### src/rtl/pipe_stall_ctrl.sv
// Freeze/flush sequencer for the 5-stage pipeline: arbitrates memory wait, taken branch and
// hazard stalls, and tracks memory-wait timeout plus a saturating stall-cycle counter.
module pipe_stall_ctrl #(
    parameter int unsigned MAX_WAIT = 256,
    parameter int unsigned CNT_W    = 32,
    parameter int unsigned WAIT_W   = 9
) (
    input  logic             clk,
    input  logic             rst,
    input  logic             mem_req,
    input  logic             mem_ready,
    input  logic             hazard,
    input  logic             branch_taken,
    output logic             freeze_pc,
    output logic             freeze_if,
    output logic             freeze_id,
    output logic             freeze_exe,
    output logic             freeze_mem,
    output logic             flush_if,
    output logic             flush_id,
    output logic             mem_busy,
    output logic             mem_timeout,
    output logic [CNT_W-1:0] stall_cycles
);

    typedef enum logic [0:0] {StRun, StMemWait} state_t;

    state_t            state;
    logic [WAIT_W-1:0] wait_cnt;
    logic              mem_stall;
    logic              any_freeze;

    always_comb begin
        freeze_pc  = 1'b0;
        freeze_if  = 1'b0;
        freeze_id  = 1'b0;
        freeze_exe = 1'b0;
        freeze_mem = 1'b0;
        flush_if   = 1'b0;
        flush_id   = 1'b0;
        mem_busy   = 1'b0;
        mem_stall  = (state == StRun) ? (mem_req & ~mem_ready) : ~mem_ready;
        if (rst) begin
            // Flush would override freeze, so a pending branch/hazard waits out the mem stall.
            if (mem_stall) begin
                freeze_pc  = 1'b1;
                freeze_if  = 1'b1;
                freeze_id  = 1'b1;
                freeze_exe = 1'b1;
                freeze_mem = 1'b1;
                mem_busy   = 1'b1;
            end else if (branch_taken) begin
                flush_if = 1'b1;
                flush_id = 1'b1;
            end else if (hazard) begin
                freeze_pc = 1'b1;
                freeze_if = 1'b1;
                flush_id  = 1'b1;
            end
        end
        any_freeze = freeze_pc | freeze_if | freeze_id | freeze_exe | freeze_mem;
    end

    always_ff @(posedge clk) begin
        if (!rst) begin
            state        <= StRun;
            wait_cnt     <= '0;
            mem_timeout  <= 1'b0;
            stall_cycles <= '0;
        end else begin
            unique case (state)
                StRun: begin
                    if (mem_req && !mem_ready) begin
                        state    <= StMemWait;
                        wait_cnt <= WAIT_W'(1);
                    end
                end
                StMemWait: begin
                    if (mem_ready) begin
                        state    <= StRun;
                        wait_cnt <= '0;
                    end else if (wait_cnt != WAIT_W'(MAX_WAIT)) begin
                        wait_cnt <= wait_cnt + WAIT_W'(1);
                    end
                end
                default: state <= StRun;
            endcase
            // Timeout only flags; the access keeps waiting.
            if (state == StMemWait && wait_cnt == WAIT_W'(MAX_WAIT)) begin
                mem_timeout <= 1'b1;
            end
            if (any_freeze && stall_cycles != {CNT_W{1'b1}}) begin
                stall_cycles <= stall_cycles + CNT_W'(1);
            end
        end
    end

endmodule
### config.mk
export PLATFORM = sky130hd
export DESIGN_NAME = pipe_stall_ctrl
export DESIGN_NICKNAME = d
export VERILOG_FILES = /design/src/rtl/pipe_stall_ctrl.sv
export SDC_FILE = /design/constraint.sdc
export NUM_CORES = 1
export LEC_CHECK = 0
export ABC_AREA = 1
export CAP_MARGIN = 10
export CORE_ASPECT_RATIO = 1.4
export CORE_UTILIZATION = 50
export DETAILED_ROUTE_END_ITERATION = 7
export PLACE_DENSITY = 0.76
export SLEW_MARGIN = 20
export SYNTH_ARGS = -nofsm -noshare
export SYNTH_HDL_FRONTEND = slang
export SYNTH_SLANG_ARGS = --single-unit
### constraint.sdc
create_clock -name clk -period 2.3 [get_ports clk]
set_clock_uncertainty 0.05 [all_clocks]
set_input_delay 0.69 -clock clk [delete_from_list [all_inputs] [get_ports clk]]
set_output_delay 0.69 -clock clk [all_outputs]
set_load 0.03 [all_outputs]
==> metrics <==
Syn Std Cell Area=0.00275 sq mm; root buf cell=clkbuf_8; post-synth top area share=0.313; first-iteration detailed-routing DRC count=205; ys flop type=dfxtp_1; Crit. End Element=output pin; count leader, synth=nand2_1; GPL Wtd Cong=0.945; # H-tree levels=2; final hold violation count=0; dominant cell type by area after synthesis=dfxtp_1; dpl hpwl=5560 um; Critical Path Source Type=flop; total track usage=0.265; CTS tree=built; Reg2Reg Depth=10; Skew-Pair Late Insertion Delay=0.29 ns; Tmin final=2.26 ns; PortBufs=46; Hold Path Depth=2; Sinks on Clock Net=43; PD cells=409 mW/mm^2; Area Growth Syn to Fin=25.9%; initial core utilization=0.525; Design Area, Final=0.00346 sq mm; vias in the first global route=2870; min-delay src=wait_cnt[7]$_SDFFE_PN0P_; DRT Wirelength=7310 um; Req. time, crit path=1.56 ns; total CTS buffers=5; placed instance area=0.00332 sq mm; clock buffer depth=2; full die area=0.00581 sq mm; share of layout cells above drive strength 1=0.113; Crit Path Category=reg2out; worst slew pin tran=0.435 ns; delay-heaviest family, CP=buffers and inverters; total grt overflow=0; hold endpoint=wait_cnt[7]$_SDFFE_PN0P_; final net count=532; DRT Pass-1 Iters=5; boundary pin count=47; Worst path slowest cell=clkdlybuf4s50_1; initial antenna violation count=0; Synth Net Count=473; Die Y=89.8 um; top post-synthesis cells by area=dfxtp_1 31%, nand2_1 18%, nor2_1 13%; vias per inst=5.20; global-route wire length before repair=12300 um; pre-CTS worst setup slack=-0.298 ns; Async SR Flop Fraction=0; FF+latch count, synth=43; largest net degree at the start of global routing=28; outcome=finished, final reports clean; power after layout=1420 uW; FP Rows=31; R2R Setup Slk=0.22 ns; Peak VDD IR=0.000271 V; total number of vias=3070; final worst slack=0.0416 ns; FF-to-FF Start=stall_cycles[0]$_SDFFE_PN0P_; n_diodes=0; crit-path max cell delay=0.73 ns; Worst Path Buf+Inv=1; fmax=443 MHz; Residual DRC=0; Post-synth EDFFs=0; post-synthesis area per instance=5.93 sq um; Max Slew Vio Count=0; Routed Antenna Nets=0; chip width=64.7 um; post-synthesis cell type count=28; worst reg2reg endpoint=stall_cycles[6]$_SDFFE_PN0P_; Tcrit/Tclk final=0.982; Post-Synthesis Cells=464; Max-Cap Viols=0; Yosys warnings=0; HP Class=reg2reg; Rel. slew slack=0.708; Wirelength per Cell=12.4 um; Core Area=0.00524 sq mm; RSZ-0062 raised after global routing=false; Setup violations, final=0; worst path arrival time=1.52 ns; largest driver fanout on the critical path=7; Reg clk slew, reported paths=0.09 ns; P_leak=0.00138 uW; Seq/Total Area, Yosys=0.313; fin util=0.661; crit-path cells=clkdlybuf4s50_1; synth cell count leaders=131 x nand2_1, 96 x nor2_1, 55 x inv_1
-- layout make-up --
class | count | area (sq um)
fill | 495 | 1770
multi-input combinational | 349 | 1610
sequential | 43 | 861
timing repair buffer | 67 | 607
inverter | 57 | 219
tap | 66 | 82.6
clock buffer | 6 | 72.6
clock inverter | 2 | 12.5
-- power breakdown --
part | switching [uW] | total [uW] | leakage (uW) | internal [uW]
Combinational | 107 | 177 | 0.000990 | 69.6
Clock | 263 | 476 | 0.0000412 | 213
Sequential | 10.9 | 763 | 0.000347 | 753
-- worst register-to-register path, delay by kind of cell (launching register included) --
| kind | cells | cell delay, ns |
|---|---|---|
| simple gates | 7 | 1.00 |
| buf+inv | 1 | 0.15 |
| fa+ha+maj | 1 | 0.26 |
| compound gates | 1 | 0.13 |
| flops | 1 | 0.43 |
-- logic make-up (layout without fill, tap and decap cells) --
family | after synthesis | count (layout) | synth area share
AOI/OAI and AO/OA | 34 | 34 | 0.0659
DFF | 43 | 43 | 0.313
adders and majority gates | 3 | 3 | 0.0136
and+or+nand+nor | 308 | 308 | 0.479
buffers and inverters | 72 | 132 | 0.116
xor gates and xnor gates | 4 | 4 | 0.0127
-- registers in the layout (all words and copies together) (netlist names) --
signal        cells
mem_timeout       1
stall_cycles     32
state             1
wait_cnt          9
-- through the flow --
stage               instances  TNS (ns)  hold WS, ns
floorplan                 464  -0.00812        0.409
global placement          580     -3.74        0.403
detailed placement        580     -4.80        0.428
finish                    590         0        0.437
CTS                       590  -0.00536        0.441
global route              590         0        0.460
-- how the worst max path moves through the flow --
| stage | startpoint | cells past startpoint | to | slack (ns) |
|---|---|---|---|---|
| 2_1_floorplan | mem_ready | 7 | freeze_pc | -0.008 |
| 3_3_place_gp | mem_ready | 7 | freeze_if | -0.28 |
| 3_5_place_dp | mem_ready | 7 | freeze_if | -0.30 |
| 4_1_cts | mem_ready | 7 | freeze_pc | -0.005 |
| 5_1_grt | stall_cycles[10]$_SDFFE_PN0P_ | 1 | stall_cycles[10] | 0.002 |
| 6_report | stall_cycles[10]$_SDFFE_PN0P_ | 1 | stall_cycles[10] | 0.04 |
-- repair_timing --
item,in CTS,in global routing
setup buffers,2,0
setup endpoints to repair,8,14
hold buffers,0,0
pin swaps,3,1
gates resized for setup,19,8
-- cell usage in the layout, fill, tap and decap left out --
master           Yosys  layout
a21boi_0             1       1
a21oi_1             20      20
a21oi_2              2       2
a31oi_1              1       1
buf_4                7      23
buf_6                2       6
clkbuf_1             1       1
clkbuf_2             0       2
clkbuf_8             0       5
clkdlybuf4s50_1      0      33
clkinv_1             1       1
clkinv_2             0       1
clkinvlp_4           0       1
dfxtp_1             43      43
dlygate4sd2_1        0       3
ha_1                 3       2
ha_2                 0       1
inv_1               55      53
inv_2                1       2
inv_6                0       1
nand2_1            131     127
nand2_2              2       4
nand2_4              2       3
nand2_8              0       1
nand3_1             43      43
nand3_2              1       1
nand3b_1             3       3
nand4_1             17      17
nor2_1              96      96
nor2_2               4       4
nor2_4               1       1
nor3_1               7       6
nor3_2               0       1
nor4_1               1       1
o21ai_0             10      10
xnor2_1              2       2
xor2_1               2       2
-- metal layers --
layer	up-vias	global-route usage	share of wire
li1	1574	-	-
met1	1380	0.309	0.43
met2	90	0.454	0.49
met3	26	0.0381	0.041
met4	0	0.143	0.041
met5	-	0	0
Power figures use the tool's default switching activity.
